## src/rtl/memory_controller.sv

```systemverilog
// memory_controller: serializes LSB loads/stores and IF word fetches onto a byte-wide registered-read RAM bus.
// Define MEMCTRL_IO_STALL_EN to hold stores to the IO window while io_buffer_full is high.
module memory_controller #(
   parameter int                    ADDR_WIDTH = 32,
   parameter logic [ADDR_WIDTH-1:0] IO_ADDR_LO = 32'h00030000,
   parameter logic [ADDR_WIDTH-1:0] IO_ADDR_HI = 32'h00030007
) (
   input  logic                  clk_in,
   input  logic                  rst_in,
   input  logic                  rdy_in,
   input  logic                  lsb_signal,
   input  logic                  lsb_wr,
   input  logic [1:0]            lsb_len,
   input  logic [ADDR_WIDTH-1:0] lsb_addr,
   input  logic [31:0]           lsb_din,
   output logic [31:0]           lsb_dout,
   output logic                  lsb_done,
   input  logic                  if_signal,
   input  logic [ADDR_WIDTH-1:0] if_addr,
   output logic [31:0]           if_dout,
   output logic                  if_done,
   input  logic [7:0]            ram_din,
   output logic [7:0]            ram_dout,
   output logic [ADDR_WIDTH-1:0] ram_a,
   output logic                  ram_wr,
   input  logic                  io_buffer_full
);
   typedef enum logic [1:0] {IDLE, READ, WRITE, DONE} state_e;
   state_e                state_q;
   logic [2:0]            cnt_q;
   logic [1:0]            last_q, idx, nidx;
   logic                  if_own_q, lsb_done_q, if_done_q, ram_wr_q, stall;
   logic [31:0]           din_q, buf_q, buf_d, lsb_dout_q, if_dout_q;
   logic [7:0]            ram_dout_q;
   logic [ADDR_WIDTH-1:0] ram_a_q;
   // in READ, the byte arriving on ram_din belongs to the address issued one cycle earlier
   assign idx  = cnt_q[1:0] - 2'd1;
   assign nidx = cnt_q[1:0] + 2'd1;
   always_comb begin
      buf_d = buf_q;
      buf_d[{idx, 3'b000} +: 8] = ram_din;
   end
`ifdef MEMCTRL_IO_STALL_EN
   assign stall = state_q == WRITE && ram_a_q >= IO_ADDR_LO && ram_a_q <= IO_ADDR_HI && io_buffer_full;
`else
   logic unused_io;
   assign unused_io = ^{io_buffer_full, IO_ADDR_LO, IO_ADDR_HI};
   assign stall = 1'b0;
`endif
   assign lsb_dout = lsb_dout_q;
   assign lsb_done = lsb_done_q;
   assign if_dout  = if_dout_q;
   assign if_done  = if_done_q;
   assign ram_dout = ram_dout_q;
   assign ram_a    = ram_a_q;
   assign ram_wr   = ram_wr_q & ~stall;
   always_ff @(posedge clk_in) begin
      if (rst_in) begin
         state_q    <= IDLE;
         cnt_q      <= '0;
         last_q     <= '0;
         if_own_q   <= 1'b0;
         din_q      <= '0;
         buf_q      <= '0;
         lsb_dout_q <= '0;
         if_dout_q  <= '0;
         lsb_done_q <= 1'b0;
         if_done_q  <= 1'b0;
         ram_a_q    <= '0;
         ram_dout_q <= '0;
         ram_wr_q   <= 1'b0;
      end else if (rdy_in) begin
         lsb_done_q <= 1'b0;
         if_done_q  <= 1'b0;
         case (state_q)
            IDLE: if (lsb_signal || if_signal) begin
               state_q    <= lsb_signal && lsb_wr ? WRITE : READ;
               if_own_q   <= ~lsb_signal;
               last_q     <= !lsb_signal ? 2'd3 : lsb_len == 2'b00 ? 2'd0 : lsb_len == 2'b01 ? 2'd1 : 2'd3;
               ram_a_q    <= lsb_signal ? lsb_addr : if_addr;
               din_q      <= lsb_din;
               ram_dout_q <= lsb_din[7:0];
               ram_wr_q   <= lsb_signal && lsb_wr;
               cnt_q      <= '0;
               buf_q      <= '0;
            end
            READ: begin
               cnt_q <= cnt_q + 3'd1;
               if (cnt_q != 3'd0) buf_q <= buf_d;
               if (cnt_q < {1'b0, last_q}) ram_a_q <= ram_a_q + ADDR_WIDTH'(1);
               if (cnt_q == {1'b0, last_q} + 3'd1) begin
                  state_q <= DONE;
                  if (if_own_q) begin
                     if_done_q <= 1'b1;
                     if_dout_q <= buf_d;
                  end else begin
                     lsb_done_q <= 1'b1;
                     lsb_dout_q <= buf_d;
                  end
               end
            end
            WRITE: if (!stall) begin
               if (cnt_q[1:0] == last_q) begin
                  state_q    <= DONE;
                  ram_wr_q   <= 1'b0;
                  lsb_done_q <= 1'b1;
               end else begin
                  cnt_q      <= cnt_q + 3'd1;
                  ram_a_q    <= ram_a_q + ADDR_WIDTH'(1);
                  ram_dout_q <= din_q[{nidx, 3'b000} +: 8];
               end
            end
            DONE: state_q <= IDLE;
            default: state_q <= IDLE;
         endcase
      end
   end
endmodule

```

## config.mk

```make
export PLATFORM = sky130hd
export DESIGN_NAME = memory_controller
export DESIGN_NICKNAME = d
export VERILOG_FILES = /design/src/rtl/memory_controller.sv
export SDC_FILE = /design/constraint.sdc
export NUM_CORES = 1
export LEC_CHECK = 0
export ABC_AREA = 1
export BUFFER_PORTS_ARGS = -buffer_cell sky130_fd_sc_hd__buf_2
export CAP_MARGIN = 10
export CORE_ASPECT_RATIO = 1.75
export CORE_MARGIN = 2
export CORE_UTILIZATION = 49
export CTS_CLUSTER_SIZE = 40
export DETAILED_ROUTE_END_ITERATION = 7
export HOLD_SLACK_MARGIN = 0.08
export PLACE_DENSITY = 0.77
export SETUP_SLACK_MARGIN = 0.4
export SLEW_MARGIN = 30
export SYNTH_ARGS = -nofsm -noshare
export SYNTH_HDL_FRONTEND = slang
export SYNTH_SLANG_ARGS = --single-unit
```

## constraint.sdc

```tcl
create_clock -name clk_in -period 2.25 [get_ports clk_in]
set_input_delay 0 -clock clk_in [delete_from_list [all_inputs] [get_ports clk_in]]
set_output_delay 0 -clock clk_in [all_outputs]
set_load 0.02 [all_outputs]
```

* Yosys cells after proc, flatten, opt, wreduce, memory -nomap -nowiden
Cells that the tools add are included.
** Storage, ports and cells
- Register bits :: 179
** Operators by class
- Multiplexer cells :: 33
- Equal/unequal tests :: 12
- Add/subtract/negate cells :: 6
- Bitwise operators :: 2
- Reductions and logical operators :: 17
- $lt $le $gt $ge :: 1
- Shift operators :: 3
** Operators with widths (number)
- 32-bit two-way mux :: 6
- 32-bit one-hot mux with 3 select lines :: 1
- 32-bit one-hot mux with 2 select lines :: 1
- 32-bit by 1-bit adder with 32-bit output, second input constant :: 1
- 32-bit bitwise mux :: 1
- 8-bit by 7-bit variable shift with 32-bit output, first input constant :: 1
- 32-bit by 6-bit indexed part select with 8-bit output :: 1
- 8-bit by 7-bit indexed part select with 32-bit output :: 1
- 4-bit AND reduction :: 7
- 8-bit two-way mux :: 2
- 8-bit one-hot mux with 2 select lines :: 1
- 2-bit two-way mux :: 7
- 2-bit inequality test, second input constant :: 6
- 3-bit one-hot mux with 3 select lines :: 1
- 1-bit two-way mux :: 8
- 2-bit one-hot mux with 4 select lines :: 1
- 5-bit negation with 7-bit output :: 1
- 3-bit two-way mux :: 2
- 3-bit nonzero test :: 2
- 5-bit AND reduction :: 1
- 2-bit by 1-bit equality test with 1-bit output, second input constant :: 2
- 2-bit equality test, second input constant :: 2
- 2-bit logical NOT :: 2
- 1-bit one-hot mux with 2 select lines :: 2
- 12 further kinds :: 14

* Longest topological paths before layout
- Depth in word-level cells :: 6
- Gate-level depth with buffers :: 13
- Mapped depth without buffers :: 11

* Least setup slack after synthesis
Ideal clock, no wire load.
- Path type :: register -> register
- Start point :: register cnt_q[0]
- End point :: register if_dout_q[31] (netlist: if_dout[31])
- Data arrival time :: 2.148 ns
- Clock period less this slack :: 2.276 ns
- Stages on the path, launching flop included :: 13
- Path slack :: -0.026 ns
- Library setup time :: 0.128 ns
- Path through :: dfxtp_1 buf_2 inv_2 clkbuf_1 ha_1 inv_1 nand2_1 nor2_2 nand4_1 buf_2 buf_2 o21ai_0 a21oi_1
** Between the ends
- Word-level cells in the longest chain between the ends :: 4
** Ends and longest elaborated chain
- from (decl) :: line 30 : logic [2:0] cnt_q;
- from (signal assigned) :: line 88 : cnt_q <= cnt_q + 3'd1;
- from (signal assigned) :: line 108 : cnt_q <= cnt_q + 3'd1;
- 2-bit by 1-bit subtractor with 2-bit output :: line 37 : assign idx = cnt_q[1:0] - 2'd1;
- 5-bit negation with 7-bit output :: line 41 : buf_d[{idx, 3'b000} +: 8] = ram_din;
- 8-bit by 7-bit indexed part select with 32-bit output / 8-bit by 7-bit variable shift with 32-bit output (equally long branches) :: line 41
- 32-bit bitwise mux :: line 41
- to (signal assigned) :: line 95 : if_dout_q <= buf_d;
- to (decl) :: line 33 : logic [31:0] din_q, buf_q, buf_d, lsb_dout_q, if_dout_q;
Parallel ways exist; a longest one is shown, timed or not.
A chain may end at the register's enable or synchronous reset.

* Worst setup path in the final report
- Start point :: register state_q[0]
- End point :: register ram_a_q[9] (netlist: ram_a[9])
** Between the ends
- Word-level cells in the longest chain between the ends :: 3
** Ends and longest elaborated chain
- from (decl) :: line 29 : state_e state_q;
- from (signal assigned) :: line 77 : state_q <= lsb_signal && lsb_wr ? WRITE : READ;
- 2-bit by 1-bit equality test with 1-bit output, or another cell as far along :: line 75 : case (state_q)
- 2-bit inequality test (no source line) / 3-bit nonzero test (equally long branches)
- 5-bit AND reduction (no source line)
- to (signal assigned) :: line 80 : ram_a_q <= lsb_signal ? lsb_addr : if_addr;
- to (signal assigned) :: line 90 : if (cnt_q < {1'b0, last_q}) ram_a_q <= ram_a_q + ADDR_WIDTH'(1);
- to (signal assigned) :: line 109 : ram_a_q <= ram_a_q + ADDR_WIDTH'(1);
- to (decl) :: line 35 : logic [ADDR_WIDTH-1:0] ram_a_q;
Parallel ways exist; a longest one is shown, timed or not.

==> qor.yml <==
run_status:
  status: "finished clean"
setup_path:
  critical_path.top_delay_family: "buffers and inverters"
  timing.critical_path.fanout_max: 7
  timing.critical_path.required_ps: 2630
  critPathCaptureType: "flip-flop"
  rr_endpoint: "ram_a[9]"
  worst-r2r-cell-count: 12
  reg2reg_setup_slack_ps: 400
  worst_ep_arrival_time_ps: 2230
  crit_type: "flip-flop to flip-flop"
  critical_path.slowest_cell: "sky130_fd_sc_hd__dfxtp_2"
  cp_cell_sequence: "inv_1, ha_4, nor2_4, inv_2, nor2_1, a21oi_2, nand2_8, buf_6, buf_16, nand2_1, nand2_1, a21oi_2"
  critPathMaxStageDelay_ps: 350
  worst-path-buf-inv: 4
  r2r-start: "state_q[0]"
  startpoint_type: "flip-flop"
power_and_ir_drop:
  power_leakage_nw: 5.387
  cellPowerDensity_mw_per_mm2: 696.9
  max-vdd-ir-drop_uv: 427.3
floorplan:
  die_width_um: 106.3
  floorplan.die_area_sq_mm: 0.01944
  std_cell_rows: 65
  floorplan.initialDensity: 0.4989
  placeableCoreArea_sq_mm: 0.01797
  dieHeight_um: 182.9
  num_io_pins: 220
cts:
  numCtsBuffers: 17
  tritoncts: "built"
  cts.root.buffer_cell: "sky130_fd_sc_hd__clkbuf_16"
  worst_setup_hold_path_clk_slew_ps: 80
  tritoncts_num_sinks: 179
  cts_max_path_buffers: 2
  worst_skew_pair.late_latency_ps: 440
  htreeDepth: 4
routing:
  route.final.wire_length_mm: 30.63
  via_count: 10320
  initialDrtViolationCount: 729
  wl_per_cell_um: 15.91
  ant_nets: 0
  drc: 0
  drt-vias-per-instance: 5.361
  dr.pass1.iters: 8
sta:
  slew-limit-headroom: 0.6253
  maximum_clock_skew_at_final_layout_ps: 11.49
  final_hold_viol_count: 0
  final_tns_setup_ps: 0
  achievable-frequency_mhz: 540.8
  worstMarginPinSlew_ps: 561.4
  finalSetupViolCount: 0
  postLayoutSetupSlackWorst_ps: 400.9
  worst_hold_margin_ps: 127.6
  rsz_0062_raised_after_global_routing: "true"
  timing.final.max_slew_violations: 0
  final_critical_path_required_period_ps: 1849
  timing.final.crit_share: 0.8218
yosys:
  area_fraction_in_compound_gates_after_synthesis: 0.1987
  synthSimpleGateAreaFrac: 0.2720
  number_of_distinct_library_cells_after_synthesis: 33
  synthCells: 1365
  synth-warning-count: 0
  synth_top_area_cell: "sky130_fd_sc_hd__dfxtp_1"
  synth-seq-cells: 179
  synth_mux_area_frac: 0
  synth-async-reset-ratio: 0
  synth.net_count: 1492
  post_synth_fa_ha_maj_area_fraction: 0.01954
  syn_area_sq_mm: 0.008966
  synth.avg_cell_area_sq_um: 6.569
  ys_top_cells_by_area: "sky130_fd_sc_hd__dfxtp_1, sky130_fd_sc_hd__nand2_1, sky130_fd_sc_hd__nor2_1"
  synth_top_area_share: 0.3997
  synth_xor_area_frac: 0.002931
  synth-seq-area-share: 0.3997
  synth-edff-count: 0
  synth-main-ff-cell: "sky130_fd_sc_hd__dfxtp_1"
  dominant_combinational_cell_family_by_area_after_synthesis: "simple AND/OR/NAND/NOR gates"
worst_hold_path:
  hold_path_end: "ram_a[3]"
  worst_hold_path_type: "primary input to flip-flop"
  min_path_cells: 5
  hold_path.startpoint: "if_addr[3]"
placed_design:
  cell_area_after_placement_sq_mm: 0.01040
  placed_cells_incl_taps: 1766
  place_hpwl_mm: 18.66
  dp_worst_setup_slack_ps: 305.8
  io_buffer_count: 218
  routabilityCongestion: 0.9497
global_route:
  via_count_of_the_first_global_routing_pass: 9763
  globalRouteOverflowTotal: 0
  initial_antenna_violation_count: 0
  grt.total_usage: 0.2969
  grt_max_degree: 68
  global_route_wire_length_before_repair_mm: 46.40
cells_and_area:
  final_cell_count_no_fill: 1925
  fillerInstances: 1442
  layout.cell_area.non_filler_sq_mm: 0.01257
  final_layout_size_suffix_gt1_frac: 0.2235
  design.final.nets: 1805
  area_delta_synth_final_pct: 40.16
  num_antenna_cells: 0
job:
  cap_viol_max_count: 0
## metrics by stage
step	power [mW]	utilization
2_1_floorplan	4.874	-
3_3_place_gp	5.432	0.5786
3_5_place_dp	5.460	0.5786
4_1_cts	8.543	0.6764
5_1_grt	9.147	0.6992
6_report	8.758	0.6992
## worst register-to-register path: stages, from the launching register on
cell and delay [ps]:
sky130_fd_sc_hd__dfxtp_2 350, sky130_fd_sc_hd__inv_1 160, sky130_fd_sc_hd__ha_4 200, sky130_fd_sc_hd__nor2_4 60
sky130_fd_sc_hd__inv_2 60, sky130_fd_sc_hd__nor2_1 50, sky130_fd_sc_hd__a21oi_2 230, sky130_fd_sc_hd__nand2_8 150
sky130_fd_sc_hd__buf_6 160, sky130_fd_sc_hd__buf_16 130, sky130_fd_sc_hd__nand2_1 50, sky130_fd_sc_hd__nand2_1 60
sky130_fd_sc_hd__a21oi_2 130
## flip-flops by register name, indices dropped and copies added (netlist names)
register / cells
din_q: 32
if_own_q: 1
lsb_dout: 32
lsb_done: 1
buf_q: 32
ram_dout: 8
last_q: 2
cnt_q: 3
state_q: 2
if_done: 1
if_dout: 32
ram_a: 32
ram_wr: 1
## logic make-up (layout without fill, tap and decap cells)
logic type	count (synthesis)	after routing
AO/OA/AOI/OAI	348	348
buffers and inverters	238	564
XOR/XNOR	3	3
adder cells (fa/ha/maj)	14	14
flip-flops	179	179
AND/OR/NAND/NOR	583	583
## cell usage in the layout, fill, tap and decap left out, types with 8 or more instances in the layout
master,Yosys,layout
sky130_fd_sc_hd__dlygate4sd3_1,0,104
sky130_fd_sc_hd__buf_2,19,218
sky130_fd_sc_hd__nand4_1,12,12
sky130_fd_sc_hd__nor2_4,2,10
sky130_fd_sc_hd__nand2_1,261,259
sky130_fd_sc_hd__clkbuf_16,0,20
sky130_fd_sc_hd__ha_1,14,8
sky130_fd_sc_hd__nand3_1,72,72
sky130_fd_sc_hd__nor2_1,213,210
sky130_fd_sc_hd__inv_1,152,146
sky130_fd_sc_hd__dfxtp_1,179,174
sky130_fd_sc_hd__o21ai_2,0,8
sky130_fd_sc_hd__o21ai_0,148,127
sky130_fd_sc_hd__buf_4,9,23
sky130_fd_sc_hd__inv_2,9,9
sky130_fd_sc_hd__o21ai_1,30,43
sky130_fd_sc_hd__a21oi_1,147,143
sky130_fd_sc_hd__o22ai_2,0,16
sky130_fd_sc_hd__buf_12,0,9
sky130_fd_sc_hd__buf_6,1,8
## per-layer routing
| metal | global-route usage | wire length (um) | vias up |
|---|---|---|---|
| met3 | 0.04229 | 1658 | 132 |
| met2 | 0.5510 | 16180 | 478 |
| met5 | 0 | 0 | - |
| met4 | 0.1842 | 1825 | 0 |
| met1 | 0.3085 | 10960 | 4669 |
| li1 | - | - | 5041 |
## where the power goes
| group | switching (mW) | internal, mW | leakage (nW) | total, mW |
|---|---|---|---|---|
| Combinational | 1.37 | 0.900 | 3.65 | 2.27 |
| Sequential | 0.211 | 3.38 | 1.46 | 3.59 |
| Clock | 1.42 | 1.47 | 0.277 | 2.90 |
| Total | 3.00 | 5.75 | 5.39 | 8.76 |
## cell type report
cell class | count | area (sq um) | area share
flip-flops and latches | 179 | 3592 | 0.2858
inverters | 162 | 629.4 | 0.05008
well taps | 234 | 292.8 | 0.02330
multi-input cells | 948 | 4742 | 0.3773
clock buffers | 18 | 429.2 | 0.03415
clock inverters | 14 | 138.9 | 0.01105
repair buffers | 370 | 2743 | 0.2182
## Yosys cell counts, types with 3 or more instances
cell and count:
sky130_fd_sc_hd__dfxtp_1 179, sky130_fd_sc_hd__o21ai_1 30, sky130_fd_sc_hd__clkbuf_1 44, sky130_fd_sc_hd__buf_2 19, sky130_fd_sc_hd__inv_2 9, sky130_fd_sc_hd__o22ai_1 20, sky130_fd_sc_hd__inv_1 152, sky130_fd_sc_hd__xor2_1 3
sky130_fd_sc_hd__o21ai_0 148, sky130_fd_sc_hd__nor2_2 9, sky130_fd_sc_hd__ha_1 14, sky130_fd_sc_hd__buf_1 3, sky130_fd_sc_hd__nand3_1 72, sky130_fd_sc_hd__nand2_1 261, sky130_fd_sc_hd__a21oi_1 147, sky130_fd_sc_hd__nand4_1 12
sky130_fd_sc_hd__nand4_2 3, sky130_fd_sc_hd__nor2_1 213, sky130_fd_sc_hd__buf_4 9
## worst max-delay path by stage
| stage | end | slack, ps | cells after the start | startpoint |
|---|---|---|---|---|
| 6_report | ram_a[9] | 400 | 12 | state_q[0] |
| 3_5_place_dp | lsb_dout[22] | 310 | 9 | cnt_q[0] |
| 3_3_place_gp | lsb_dout[29] | 340 | 7 | cnt_q[0] |
| 4_1_cts | lsb_dout[5] | 330 | 6 | cnt_q[1] |
| 5_1_grt | ram_a[9] | 350 | 12 | state_q[0] |
| 2_1_floorplan | if_dout[31] | 360 | 12 | cnt_q[0] |
## repair_timing
| item | in CTS | in global routing |
|---|---|---|
| pin swaps | 5 | 11 |
| setup endpoints to repair | 92 | 139 |
| setup buffers | 5 | 12 |
| gates cloned | 2 | 4 |
| gates resized for setup | 16 | 60 |
| hold endpoints to repair | 89 | 0 |
| hold buffers | 104 | 0 |
Power figures use the tool's default switching activity.
